## src/rtl/console_uart_tx.sv

```systemverilog
// Byte FIFO plus 8N1 serializer (LSB first) for the core's character strobe.
// Overflow is sticky and never backpressures the core; all outputs are registered.
module console_uart_tx #(
  parameter int CLKS_PER_BIT = 16,
  parameter int FIFO_AW      = 4
) (
  input  logic               clock,
  input  logic               reset_n,
  input  logic               out_en,
  input  logic [7:0]         out_data,
  output logic               tx,
  output logic               busy,
  output logic               overflow,
  output logic [FIFO_AW:0]   fifo_level
);

  localparam int DEPTH = 1 << FIFO_AW;
  localparam int PW    = FIFO_AW + 1;
  localparam int TW    = $clog2(CLKS_PER_BIT);

  localparam logic [TW-1:0] TICK_LAST = TW'(CLKS_PER_BIT - 1);
  localparam logic [TW-1:0] TICK_ONE  = TW'(1);
  localparam logic [PW-1:0] PTR_ONE   = PW'(1);
  localparam logic [PW-1:0] LVL_FULL  = PW'(DEPTH);

  typedef enum logic [1:0] {IDLE, START, DATA, STOP} state_t;

  state_t          state_reg;
  logic [TW-1:0]   timer_reg;
  logic [2:0]      bit_idx_reg;
  logic [7:0]      shift_reg;
  logic            tx_reg;
  logic            busy_reg;
  logic            overflow_reg;

  logic [7:0]      fifo_mem [DEPTH];
  logic [PW-1:0]   wr_ptr_reg;
  logic [PW-1:0]   rd_ptr_reg;
  logic [PW-1:0]   level_reg;
  logic [PW-1:0]   wr_ptr_next;
  logic [PW-1:0]   rd_ptr_next;

  logic            last_tick;
  logic            fifo_empty;
  logic            fifo_full;
  logic            pop;
  logic            push;
  logic            to_idle;

  assign last_tick  = (timer_reg == TICK_LAST);
  assign fifo_empty = (level_reg == '0);
  assign fifo_full  = (level_reg == LVL_FULL);

  // A pop frees a slot in the same cycle, so a push into a full FIFO is still accepted.
  always_comb begin
    pop         = 1'b0;
    push        = 1'b0;
    to_idle     = 1'b0;
    wr_ptr_next = wr_ptr_reg;
    rd_ptr_next = rd_ptr_reg;
    if (!fifo_empty && ((state_reg == IDLE) || ((state_reg == STOP) && last_tick)))
      pop = 1'b1;
    if (out_en && (!fifo_full || pop))
      push = 1'b1;
    if (!pop && ((state_reg == IDLE) || ((state_reg == STOP) && last_tick)))
      to_idle = 1'b1;
    if (push)
      wr_ptr_next = wr_ptr_reg + PTR_ONE;
    if (pop)
      rd_ptr_next = rd_ptr_reg + PTR_ONE;
  end

  always_ff @(posedge clock) begin
    if (push)
      fifo_mem[wr_ptr_reg[FIFO_AW-1:0]] <= out_data;
  end

  always_ff @(posedge clock or negedge reset_n) begin
    if (!reset_n) begin
      wr_ptr_reg   <= '0;
      rd_ptr_reg   <= '0;
      level_reg    <= '0;
      overflow_reg <= 1'b0;
    end else begin
      wr_ptr_reg <= wr_ptr_next;
      rd_ptr_reg <= rd_ptr_next;
      level_reg  <= wr_ptr_next - rd_ptr_next;
      if (out_en && fifo_full && !pop)
        overflow_reg <= 1'b1;
    end
  end

  // tx is driven from the state held during the previous cycle, so the line
  // trails the state register by one clock while keeping every cell full width.
  always_ff @(posedge clock or negedge reset_n) begin
    if (!reset_n) begin
      state_reg   <= IDLE;
      timer_reg   <= '0;
      bit_idx_reg <= '0;
      shift_reg   <= '0;
      tx_reg      <= 1'b1;
      busy_reg    <= 1'b0;
    end else begin
      busy_reg <= !(to_idle && (wr_ptr_next == rd_ptr_next));
      unique case (state_reg)
        IDLE: begin
          tx_reg <= 1'b1;
          if (pop) begin
            shift_reg <= fifo_mem[rd_ptr_reg[FIFO_AW-1:0]];
            timer_reg <= '0;
            state_reg <= START;
          end
        end
        START: begin
          tx_reg <= 1'b0;
          if (last_tick) begin
            timer_reg   <= '0;
            bit_idx_reg <= '0;
            state_reg   <= DATA;
          end else begin
            timer_reg <= timer_reg + TICK_ONE;
          end
        end
        DATA: begin
          tx_reg <= shift_reg[0];
          if (last_tick) begin
            timer_reg <= '0;
            shift_reg <= {1'b0, shift_reg[7:1]};
            if (bit_idx_reg == 3'd7)
              state_reg <= STOP;
            else
              bit_idx_reg <= bit_idx_reg + 3'd1;
          end else begin
            timer_reg <= timer_reg + TICK_ONE;
          end
        end
        STOP: begin
          tx_reg <= 1'b1;
          if (last_tick) begin
            timer_reg <= '0;
            if (pop) begin
              shift_reg <= fifo_mem[rd_ptr_reg[FIFO_AW-1:0]];
              state_reg <= START;
            end else begin
              state_reg <= IDLE;
            end
          end else begin
            timer_reg <= timer_reg + TICK_ONE;
          end
        end
        default: state_reg <= IDLE;
      endcase
    end
  end

  assign tx         = tx_reg;
  assign busy       = busy_reg;
  assign overflow   = overflow_reg;
  assign fifo_level = level_reg;

endmodule

```

## config.mk

```make
export PLATFORM = sky130hd
export DESIGN_NAME = console_uart_tx
export DESIGN_NICKNAME = d
export VERILOG_FILES = /design/src/rtl/console_uart_tx.sv
export SDC_FILE = /design/constraint.sdc
export NUM_CORES = 1
export LEC_CHECK = 0
export ABC_AREA = 1
export BUFFER_PORTS_ARGS = -buffer_cell sky130_fd_sc_hd__buf_2
export CORE_MARGIN = 2
export CORE_UTILIZATION = 45
export DETAILED_ROUTE_END_ITERATION = 12
export HOLD_SLACK_MARGIN = 0.02
export SETUP_SLACK_MARGIN = 0.2
export SLEW_MARGIN = 20
export SYNTH_ARGS = -nofsm -noshare
export SYNTH_HDL_FRONTEND = slang
export SYNTH_SLANG_ARGS = --single-unit
export TNS_END_PERCENT = 50
```

## constraint.sdc

```tcl
create_clock -name clock -period 3.1 [get_ports clock]
set_input_delay 0.155 -clock clock [delete_from_list [all_inputs] [get_ports clock]]
set_output_delay 0.155 -clock clock [all_outputs]
set_load 0.005 [all_outputs]
```

==> flow_results.org, run 1 <==
** Final layout
- For this run, the share of the core covered by cells in the final layout is 52.6%.
- Fraction of final layout cells sized beyond drive strength 1 :: 11.1%
- After the last flow step, the layout net total stands at 701.
- The repair_antennas step left the layout with diodes totalling 0.
- Post-layout instance count excluding filler cells :: 893
- Area overhead of the layout relative to synthesis :: 13.7%
- Summing all non-filler instances in the final layout gives an area of 8030 µm².
- The register with the most flip-flops in the layout has 128 of them.

** Power
- For this design the static power due to leakage is 3.01 nW.
- Cell Pwr Density :: 687 nW/µm²
- Across the VDD grid, the largest voltage drop is 0.522 mV.
- Total power :: 5.52 mW

** Drt
- Number of violations reported at the end of detailed-routing iteration 0 :: 370
- Dividing the detail-routed via count by the number of cells gives 5.26.
- Once detail routing completed, the nets flagged for antenna violations numbered 0.
- Number of vias after detailed routing :: 4697
- Total Wirelength :: 15400 µm
- Post-route DRC :: 0
- After detailed routing, the average wire length per cell comes to 17.2 µm.
- Number of detailed-routing iterations run before antenna repair :: 5

** Logic synthesis
- For this run, asynchronously set or reset flops after synthesis account for 21.5%.
- Flops & latches, synth :: 163
- Most frequent cell after synthesis :: sky130_fd_sc_hd__edfxtp_1
- By area the synthesized netlist is led by sky130_fd_sc_hd__edfxtp_1, sky130_fd_sc_hd__dfrtp_1, sky130_fd_sc_hd__nor2_1, sky130_fd_sc_hd__nand2_1, sky130_fd_sc_hd__o21ai_0.
- Of all cell types, the one taking the most synthesized area is sky130_fd_sc_hd__edfxtp_1.
- Number of enable flip-flop cells after synthesis :: 128
- Leading post-synthesis cells by instance count :: sky130_fd_sc_hd__edfxtp_1, sky130_fd_sc_hd__nor2_1, sky130_fd_sc_hd__nand2_1, sky130_fd_sc_hd__o21ai_0, sky130_fd_sc_hd__nand3_1
- Portion of the post-synthesis area used by sequential elements :: 66.8%
- Top-area cell type share of the netlist area :: 54.4%
- The netlist uses 32 different library cells.
- The number of nets handed over by synthesis was 670.
- During synthesis, Yosys emitted a total of 0 warnings.
- Syn_area_per_cell :: 11.0 µm²
- Counting every instance in the synthesized netlist gives 640.
- The cell area that synthesis handed to floorplanning was 7070 µm².
- Prevailing post-synth register cell :: sky130_fd_sc_hd__edfxtp_1

** Setup path
- Origin of the critical flop-to-flop path :: state_reg[0]
- Along the worst path, the maximum fanout reaches 10.
- WP data arrival :: 2.94 ns
- The worst register-to-register path has a setup slack of 0.45 ns.
- The worst setup path is of the reg2reg kind.
- Data required time of the critical path :: 3.39 ns
- R2R depth :: 13
- End of the worst register-to-register path :: busy
- Worst Setup End Kind :: register
- Startpoint type of the worst setup path :: register

** Timing
- Derived from the worst setup path, the maximum achievable clock frequency is 378 MHz.
- The count of final max-slew check failures was 0.
- Sum of negative setup slack :: 0 ns
- Setup violations, final :: 0
- Final hold violations :: 0
- Unrepaired setup endpoints after global routing :: no
- The smallest clock period supported by the final layout is computed as 2.65 ns.
- The clock arrives with 0.00731 ns of skew.
- Slew headroom :: 47.7%
- Of the available clock period, the critical path in the final layout requires 85.4%.
- Tightest hold margin :: 0.144 ns
- Slew at the pin with the worst max-slew slack :: 0.781 ns
- Final worst-path setup slack :: 0.454 ns

** GRT
- The number of antenna violations at the first check in global routing came to 0.
- Global routing used 19.8% of the available tracks.
- Largest net degree at the start of global routing :: 65
- Summed over all layers, the global routing overflow is 0.
- Global-route wire length before repair :: 24400 µm
- Vias in the first global route :: 4459

** CTS
- Later-pin clock latency in the skew report :: 0.42 ns
- In this run, CTS created clock tree buffers numbering 17.
- After clock tree synthesis, the repair step resized 0 gates.
- The tree built by TritonCTS fans out to 163 sinks.
- Number of buffers on the longest clock path :: 2
- After clock tree synthesis, the clock-pin slew on the worst setup and hold paths is 0.06 ns.
- CTS root buf :: sky130_fd_sc_hd__clkbuf_16
- Post-CTS Setup Inserts :: 0
- # H-tree levels :: 4
- TritonCTS built the clock tree.
- Buffers inserted to repair hold after CTS numbered 2.

** Placement
- Routability congestion estimate :: 0.823
- Dpl hpwl :: 9830 µm
- Post-Place Cell Area :: 7410 µm²
- Pre-CTS worst setup slack :: 0.544 ns
- Buffers placed on the I/O ports in this run total 18.
- Including well taps, the total number of placed cells is 861.

** Floorplan
- The floorplan step defined a die boundary enclosing 16700 µm².
- For this configuration, the core starts out at a cell density of 46.3%.
- Placement row count :: 45
- 19 I/O pins were placed.
- Std-Cell Core Area :: 15300 µm²
- Vertical die dimension :: 129 µm
- Floorplan die width :: 129 µm

** Hold path
- Min-delay src :: out_data[5]
- For hold timing, the worst endpoint is fifo_mem[4][5].
- Path category of the worst min-delay check :: in2reg
- Along the worst hold path, the cell count comes to 1.

** Run status
- The flow ran to the end, and the final reports show no timing, DRC or antenna violations.

** Flow run
- Max-cap violations in this run came to 0.
==> worst max-delay path, stage by stage (launching register included) <==
cell                      delay, ns
sky130_fd_sc_hd__dfrtp_1       0.42
sky130_fd_sc_hd__inv_1         0.13
sky130_fd_sc_hd__ha_1          0.23
sky130_fd_sc_hd__inv_1         0.10
sky130_fd_sc_hd__nand2_2       0.10
sky130_fd_sc_hd__o21ai_1       0.19
sky130_fd_sc_hd__buf_4         0.21
sky130_fd_sc_hd__nor2_1        0.06
sky130_fd_sc_hd__xor2_1        0.14
sky130_fd_sc_hd__inv_1         0.09
sky130_fd_sc_hd__ha_1          0.36
sky130_fd_sc_hd__nand2_1       0.11
sky130_fd_sc_hd__nor4_1        0.28
sky130_fd_sc_hd__nand3_1       0.12
==> cells by family (layout without fill, tap and decap cells) <==
family                     after synthesis  after routing  share of synthesized area, %
xor gates and xnor gates                10             10                          1.24
adders and majority gates               19             19                          3.47
AOI/OAI and AO/OA                      103            103                          8.20
buffers and inverters                   63            105                          3.91
and+or+nand+nor                        282            282                          16.4
DFF                                    163            163                          66.8
==> where the power goes <==
part | internal, mW | switching [mW]
combinational | 0.240 | 0.467
sequential | 2.60 | 0.0853
clock | 1.33 | 0.794
total | 4.17 | 1.35
==> final cells by class <==
| class | count | area (µm²) |
|---|---|---|
| inverters | 38 | 143 |
| multi-input cells | 414 | 2070 |
| fillers | 1296 | 7230 |
| flip-flops and latches | 163 | 4720 |
| repair buffers | 37 | 238 |
| well taps | 211 | 264 |
| clock buffers | 19 | 433 |
| clock inverters | 11 | 163 |
==> layer usage <==
layer	track usage (%)	part of all wire, %	vias to the layer above
met4	7.86	1.5	0
met5	0	0	-
met1	27.9	46	2311
met2	30.7	49	104
met3	3.59	4.2	17
li1	-	-	2265
==> cells in the final DEF, fill, tap and decap left out, types with 2 or more instances in the layout <==
cell type	count
sky130_fd_sc_hd__edfxtp_1	128
sky130_fd_sc_hd__nor3_1	3
sky130_fd_sc_hd__buf_4	17
sky130_fd_sc_hd__dlygate4sd3_1	2
sky130_fd_sc_hd__xor2_1	10
sky130_fd_sc_hd__a21oi_1	15
sky130_fd_sc_hd__clkbuf_1	2
sky130_fd_sc_hd__inv_2	3
sky130_fd_sc_hd__o21ai_0	51
sky130_fd_sc_hd__ha_1	18
sky130_fd_sc_hd__clkinv_1	3
sky130_fd_sc_hd__o21ai_1	12
sky130_fd_sc_hd__nand2_1	107
sky130_fd_sc_hd__nand3_1	46
sky130_fd_sc_hd__inv_1	34
sky130_fd_sc_hd__buf_2	18
sky130_fd_sc_hd__nor2_1	115
sky130_fd_sc_hd__clkinv_4	2
sky130_fd_sc_hd__clkinv_2	2
sky130_fd_sc_hd__clkbuf_16	17
sky130_fd_sc_hd__nor2_2	4
sky130_fd_sc_hd__o22ai_1	5
sky130_fd_sc_hd__nand4_1	2
sky130_fd_sc_hd__a32o_1	2
sky130_fd_sc_hd__dfrtp_1	33
sky130_fd_sc_hd__bufinv_16	4
sky130_fd_sc_hd__o211ai_1	16
sky130_fd_sc_hd__nand2_2	2
==> worst max-delay path by stage <==
stage               endpoint  slack (ns)  depth (start not counted)    startpoint
finish                  busy        0.45                         13  state_reg[0]
global route            busy        0.22                         13  state_reg[0]
CTS                     busy        0.47                         13  state_reg[0]
detailed placement      busy        0.54                         13  state_reg[0]
global placement        busy        0.64                         13  state_reg[0]
floorplan               busy        0.77                         12  state_reg[0]
Note: power is estimated with default switching activity, not from simulation.
==> run 2: changes to the inputs <==
==> constraint.sdc (replaced) <==
create_clock -name clock -period 3.2 [get_ports clock]
set_input_delay 0.16 -clock clock [delete_from_list [all_inputs] [get_ports clock]]
set_output_delay 0.16 -clock clock [all_outputs]
set_load 0.005 [all_outputs]
==> flow_results.org, run 2 (synthesized netlist as in run 1, its figures left out) <==
** Flow run
- Reported max-cap violation count :: 0

** Setup path
- Critical path class :: reg2reg
- STA classifies the critical path startpoint as a register.
- WP data arrival :: 2.92 ns
- STA classifies the critical path endpoint as a register.
- CP max FO :: 11
- Data required time of the critical path :: 3.50 ns

** Drt
- Number of antenna-violating nets in the routed design :: 0
- Number of detailed-routing iterations run before antenna repair :: 5
- Wires add up to 15200 µm.
- Number of vias after detailed routing :: 4701
- Via-per-instance ratio :: 5.27
- After detailed routing, the number of remaining DRC violations is 0.
- Wire length per cell after detailed routing :: 17.0 µm
- Number of violations reported at the end of detailed-routing iteration 0 :: 416

** Floorplan
- Area of the die :: 16700 µm²
- The floorplan has 45 rows.
- Boundary pin count :: 19
- Floorplan die width :: 129 µm
- Vertical die dimension :: 129 µm
- The initial utilization of the core area, before any placement, comes to 46.3%.
- Std-Cell Core Area :: 15300 µm²

** Timing
- The worst path uses 81.9% of the clock period.
- The worst path in the final design needs a cycle of 2.62 ns, including I/O delays and setup.
- Setup violations remaining at the end of the flow were counted as 0.
- Worst clock skew :: 0.0107 ns
- Slew headroom :: 46.1%
- Fmax achieved :: 382 MHz
- After routing, the total negative slack on setup checks comes to 0 ns.
- Final max-slew violation count :: 0
- Unrepaired setup endpoints after global routing :: no
- Final hold violations :: 0
- Slew at the pin with the worst max-slew slack :: 0.805 ns

** CTS
- Later-pin clock latency in the skew report :: 0.43 ns
- Number of buffers on the longest clock path :: 2
- # H-tree levels :: 4
- After clock tree synthesis, the setup repair step added 0 buffers.
- Number of cells upsized or downsized after cts :: 0
- Post-cts hold buffer count :: 2
- Clock edge transition at the registers on the reported setup and hold paths :: 0.06 ns
- TritonCTS built the clock tree.
- The tree is rooted in a sky130_fd_sc_hd__clkbuf_16.
- CTS Buf Count :: 17
- CTS sink count :: 163

** Power
- Power spread over the standard cell area amounts to 650 nW/µm².
- Leak Pwr :: 2.97 nW
- Total power :: 5.18 mW
- IR analysis of the VDD net gives a maximum drop of 0.386 mV.

** Final layout
- In the final layout, flip-flops and latches occupy 4720 µm².
- Number of antenna repair diodes :: 0
- The register with the most flip-flops in the layout has 128 of them.
- Area overhead of the layout relative to synthesis :: 12.8%
- In the layout the commonest cells are sky130_fd_sc_hd__edfxtp_1, sky130_fd_sc_hd__nor2_1, sky130_fd_sc_hd__nand2_1, sky130_fd_sc_hd__o21ai_0, sky130_fd_sc_hd__nand3_1.
- Number of filler instances in the final layout :: 1319
- Post-layout instance count excluding filler cells :: 892
- # nets final :: 698
- Fraction of final layout cells sized beyond drive strength 1 :: 11.2%
- Leading cell type in the layout, fill and taps excluded :: sky130_fd_sc_hd__edfxtp_1
- The multi-input combinational cells in the finished layout cover a total of 2070 µm².

** GRT
- Global-route wire length before repair :: 24400 µm
- Summed over all layers, the global routing overflow is 0.
- Largest net degree at the start of global routing :: 65
- The number of antenna violations at the first check in global routing is 0.
- The number of global-route vias before repair is 4664.
- Global Route Usage Sum :: 19.7%

** Hold path
- In this run the worst hold path is classified as in2reg.

** Placement
- Dpl hpwl :: 9860 µm
- Routability-driven placement finished with a final weighted congestion of 0.832.
- Port bufs :: 18
- Placed Cells incl. Taps :: 858

** Run status
- The flow ran to the end, and the final reports show no timing, DRC or antenna violations.
## run 2: changes by cell type in the layout (fill, tap and decap cells not counted), sizes merged
cell	change
clkinvlp	+2
clkbuf	-2
inv	+4
buf	-3
bufinv	-3
clkinv	+1
## run 2: stage by stage
stage	utilization (%)	hold slack (ns)	cell area (µm²)	worst slack, ns
finish	52.2	0.139	7970	0.580
global route	52.2	0.145	7970	0.246
CTS	52.2	0.122	7970	0.575
detailed placement	48.4	0.304	7390	0.593
global placement	48.4	0.287	7390	0.692
floorplan	-	-0.136	7070	0.869
## run 2: final timing paths
path / slack [ns] / cells after the start / from / to
max in group asynchronous: 2.29 / 2 / reset_n / rd_ptr_reg[0]
min in group asynchronous: 0.36 / 2 / reset_n / shift_reg[2]
min reg2reg: 0.47 / 1 / overflow / overflow
max: 0.58 / 12 / state_reg[0] / fifo_level[3]
min: 0.14 / 1 / out_data[5] / fifo_mem[4][5]
max reg2reg: 0.58 / 12 / state_reg[0] / fifo_level[3]
## run 2: power by group
group | leakage [nW] | switching [mW] | internal, mW
logic | 1.12 | 0.447 | 0.224
registers | 1.58 | 0.0855 | 2.52
clock network | 0.265 | 0.836 | 1.07
## run 2: critical path: stages, from the launching register on
cell	delay (ns)
sky130_fd_sc_hd__dfrtp_1	0.42
sky130_fd_sc_hd__inv_1	0.12
sky130_fd_sc_hd__ha_1	0.23
sky130_fd_sc_hd__inv_1	0.09
sky130_fd_sc_hd__nand2_2	0.10
sky130_fd_sc_hd__o21ai_1	0.13
sky130_fd_sc_hd__buf_4	0.18
sky130_fd_sc_hd__inv_1	0.10
sky130_fd_sc_hd__o21ai_0	0.42
sky130_fd_sc_hd__ha_1	0.32
sky130_fd_sc_hd__nand2_1	0.08
sky130_fd_sc_hd__o21ai_0	0.11
sky130_fd_sc_hd__xor2_1	0.17
## run 2: cell type report
cell class                 count  area share [%]
sequential                   163            59.2
timing repair buffer          34            2.70
clock buffer                  17            5.34
inverter                      38            1.79
multi-input combinational    414            25.9
clock inverter                15            1.66
tap                          211            3.31
## run 2: per-layer routing
metal  up-vias  GRT usage [%]  routed length, µm
met1      2306           27.8               6950
met2       107           30.4               7220
li1       2266              -                  -
met4         0           8.44                335
met3        22           3.47                695
met5         -              0                  0
==> run 3: changes to the inputs <==
--- a/config.mk
+++ b/config.mk
@@ -5,7 +5,7 @@
 export SDC_FILE = /design/constraint.sdc
 export NUM_CORES = 1
 export LEC_CHECK = 0
-export ABC_AREA = 1
+export ABC_AREA = 0
 export BUFFER_PORTS_ARGS = -buffer_cell sky130_fd_sc_hd__buf_2
 export CORE_MARGIN = 2
 export CORE_UTILIZATION = 45
==> constraint.sdc (replaced) <==
create_clock -name clock -period 2.4 [get_ports clock]
set_input_delay 0.12 -clock clock [delete_from_list [all_inputs] [get_ports clock]]
set_output_delay 0.12 -clock clock [all_outputs]
set_load 0.005 [all_outputs]
==> flow_results.org, run 3 <==
** Run status
- The flow ran to the end, but the final reports show violations.
- The checks that failed: negative setup slack.

** Setup path
- At the worst endpoint, the required time is 2.75 ns.
- Worst Setup End Kind :: register
- The worst setup path is of the reg2reg kind.
- The worst setup path is launched from a register.
- CP max FO :: 2
- WP data arrival :: 2.96 ns

** Floorplan
- Effective utilization at floorplan :: 46.0%
- The floorplan has 45 rows.
- Boundary pin count :: 19
- Floorplan die width :: 128 µm
- The die is 128 µm tall.
- The floorplan step defined a die boundary enclosing 16500 µm².
- Std-Cell Core Area :: 15100 µm²

** Drt
- Wire length per cell after detailed routing :: 20.1 µm
- Dividing the detail-routed via count by the number of cells gives 5.55.
- After detailed routing, the total wire length is 14000 µm.
- The first TritonRoute pass finished after 4 iterations.
- The count of nets left with antenna violations once routing finished came out at 0.
- Number of vias after detailed routing :: 3861
- In this run, the number of DRC markers left after iteration 0 of detailed routing was 244.
- After detailed routing, the number of remaining DRC violations is 0.

** GRT
- Initial antenna violation count :: 0
- Vias in the first global route :: 3930
- Entering global routing, the biggest net connects 36 pins.
- The total overflow left after global routing is 0.
- Global-route wire length before repair :: 22000 µm
- Global Route Usage Sum :: 18.2%

** CTS
- CTS tree :: built
- The cell sitting at the root of the clock tree is a sky130_fd_sc_hd__clkbuf_16.
- In this run the number of H-tree levels came out at 4.
- CTS Buf Count :: 17
- CTS sink count :: 163
- The later pin in the worst-skew pair is clocked with a latency of 0.42 ns.
- Clock edge transition at the registers on the reported setup and hold paths :: 0.06 ns
- No sink is reached through more buffers than the 2 on the longest clock path.

** Placement
- Dpl hpwl :: 9180 µm
- Port bufs :: 18
- At the end of routability-driven placement, the weighted congestion stood at 0.802.
- OpenSTA, run right after detailed placement, puts the worst setup slack at -0.218 ns.

** Timing
- Slew headroom :: 46.3%
- Setup violations, final :: 4
- Across the routed clock network, the largest skew measured is 0.00680 ns.
- Final period demand of the worst path :: 2.61 ns
- The hold violation total from the final report is 0.
- Fmax achieved :: 382 MHz
- Final worst-path setup slack :: -0.215 ns
- Slew at the pin with the worst max-slew slack :: 0.806 ns
- Setup total negative slack on the finished layout was measured at -0.615 ns.
- Unrepaired setup endpoints after global routing :: yes
- In the finished design, the share of the clock period the worst path needs comes to 109%.
- Final max-slew violation count :: 0

** Power
- For this design the static power due to leakage is 3.26 nW.
- Cell Pwr Density :: 925 nW/µm²
- Across the VDD grid, the largest voltage drop is 0.682 mV.

** Logic synthesis
- Counting every instance in the synthesized netlist gives 426.
- Post-synth cell types :: 51
- Counting flops with a built-in enable in the synthesized netlist gives 128.
- After synthesis, the cell types taking the most area are sky130_fd_sc_hd__edfxtp_1, sky130_fd_sc_hd__dfrtp_1, sky130_fd_sc_hd__mux2i_1, sky130_fd_sc_hd__mux4_2, sky130_fd_sc_hd__ha_1.
- Prevailing post-synth register cell :: sky130_fd_sc_hd__edfxtp_1
- Syn Std Cell Area :: 6970 µm²
- Top-area cell type share of the netlist area :: 55.2%
- After synthesis, the share of flip-flops with an asynchronous set or reset is 21.5%.
- The number of nets in the synthesized netlist is 456.
- Averaged over all synthesized cells, the footprint is 16.4 µm².
- Portion of the post-synthesis area used by sequential elements :: 67.8%
- Flops & latches, synth :: 163
- Leading post-synthesis cells by instance count :: sky130_fd_sc_hd__edfxtp_1, sky130_fd_sc_hd__mux2i_1, sky130_fd_sc_hd__dfrtp_1, sky130_fd_sc_hd__ha_1, sky130_fd_sc_hd__nand2_1
- Most frequent cell after synthesis :: sky130_fd_sc_hd__edfxtp_1
- Area leader, netlist :: sky130_fd_sc_hd__edfxtp_1
- During synthesis, Yosys emitted a total of 0 warnings.

** Final layout
- Summing all flip-flop and latch instances after layout gives 4720 µm².
- For this run, the post-layout net count is 525.
- The library cell used most frequently in the layout, excluding fill and tap cells, is sky130_fd_sc_hd__edfxtp_1.
- The top cell types in the final layout, fill and taps aside, are sky130_fd_sc_hd__edfxtp_1, sky130_fd_sc_hd__buf_4, sky130_fd_sc_hd__mux2i_1, sky130_fd_sc_hd__dfrtp_1, sky130_fd_sc_hd__buf_2.
- In the final layout, the share of cells above drive strength 1 is 31.5%.
- Relative to the synthesized area, the layout overhead comes to 21.6%.
- The layout has 1161 filler cells.
- 0 antenna diodes ended up in the layout.
- Total area of multi-input combinational cells :: 2270 µm²
- Largest register FFs :: 128

** Flow run
- Reported max-cap violation count :: 0

** Hold path
- In this run the worst hold path is classified as in2reg.
run 3: cell types whose count changed in the layout (fill, tap and decap cells not counted), sizes merged, moves of 14 or more:
cell / change
buf: +35
o21ai: -55
o211ai: -16
mux4: +18
inv: -25
mux2i: +36
nand2: -92
a22oi: +14
nor2: -102
nand3: -44
run 3: kinds of logic after synthesis:
| group | synth area share, % |
|---|---|
| compound gates | 7.17 |
| xor+xnor | 1.63 |
| fa+ha+maj | 3.52 |
| buf+inv | 2.86 |
| flops | 67.8 |
| mux | 11.6 |
| simple gates | 5.41 |
run 3: repair_timing:
item,in CTS,in global routing
buffers inserted,6,5
endpoints found under the setup margin,125,123
hold endpoints to repair,35,0
gates resized for setup,29,17
hold buffers,2,0
pin swaps,9,14
cloned,0,0
run 3: critical path, stage by stage (launching register included):
cell	delay [ns]
sky130_fd_sc_hd__dfrtp_1	0.42
sky130_fd_sc_hd__ha_4	0.18
sky130_fd_sc_hd__and4_4	0.18
sky130_fd_sc_hd__or2_4	0.23
sky130_fd_sc_hd__o31a_1	0.29
sky130_fd_sc_hd__xnor2_2	0.19
sky130_fd_sc_hd__ha_2	0.21
sky130_fd_sc_hd__inv_2	0.05
sky130_fd_sc_hd__fa_2	0.35
sky130_fd_sc_hd__a21o_1	0.19
sky130_fd_sc_hd__a21oi_2	0.13
sky130_fd_sc_hd__xnor2_1	0.12
run 3: worst paths after layout:
path,endpoint,startpoint,slack (ns),cells after the start
hold reg to reg,overflow,overflow,0.47,1
setup / recovery,fifo_level[4],timer_reg[1],-0.21,11
hold / removal,fifo_mem[5][7],out_data[7],0.08,1
setup reg to reg,fifo_level[4],timer_reg[1],-0.21,11
max in group asynchronous,state_reg[0],reset_n,1.52,2
min in group asynchronous,timer_reg[2],reset_n,0.33,2
run 3: layout make-up:
class                           count  share of cell area, %
Sequential cell                   163                   55.8
Multi-Input combinational cell    229                   26.8
Timing Repair Buffer               69                   6.71
Clock buffer                       18                   5.07
Tap cell                          188                   2.78
Clock inverter                     14                   2.20
Inverter                           15                  0.665
run 3: layer usage:
| metal | track usage, % | part of all wire [%] | vias up |
|---|---|---|---|
| met5 | 0 | 0 | - |
| met4 | 7.37 | 1.5 | 0 |
| met3 | 3.95 | 3.4 | 17 |
| met2 | 28.9 | 50 | 61 |
| met1 | 24.8 | 45 | 1987 |
| li1 | - | - | 1796 |
run 3: stage by stage:
step	hold WS (ns)	instances	util [%]	cell area [µm²]	power (mW)
6_report	0.0788	696	55.9	8470	7.83
5_1_grt	0.0881	696	55.9	8470	8.15
4_1_cts	0.0641	691	55.0	8330	7.68
3_5_place_dp	0.261	651	49.6	7510	4.71
3_3_place_gp	0.247	651	49.6	7510	4.69
2_1_floorplan	-0.176	426	-	7030	4.23
run 3: power by group:
group	switching (mW)	total [mW]	internal [mW]
clock network	1.08	2.81	1.74
logic	0.814	1.51	0.698
registers	0.143	3.51	3.37
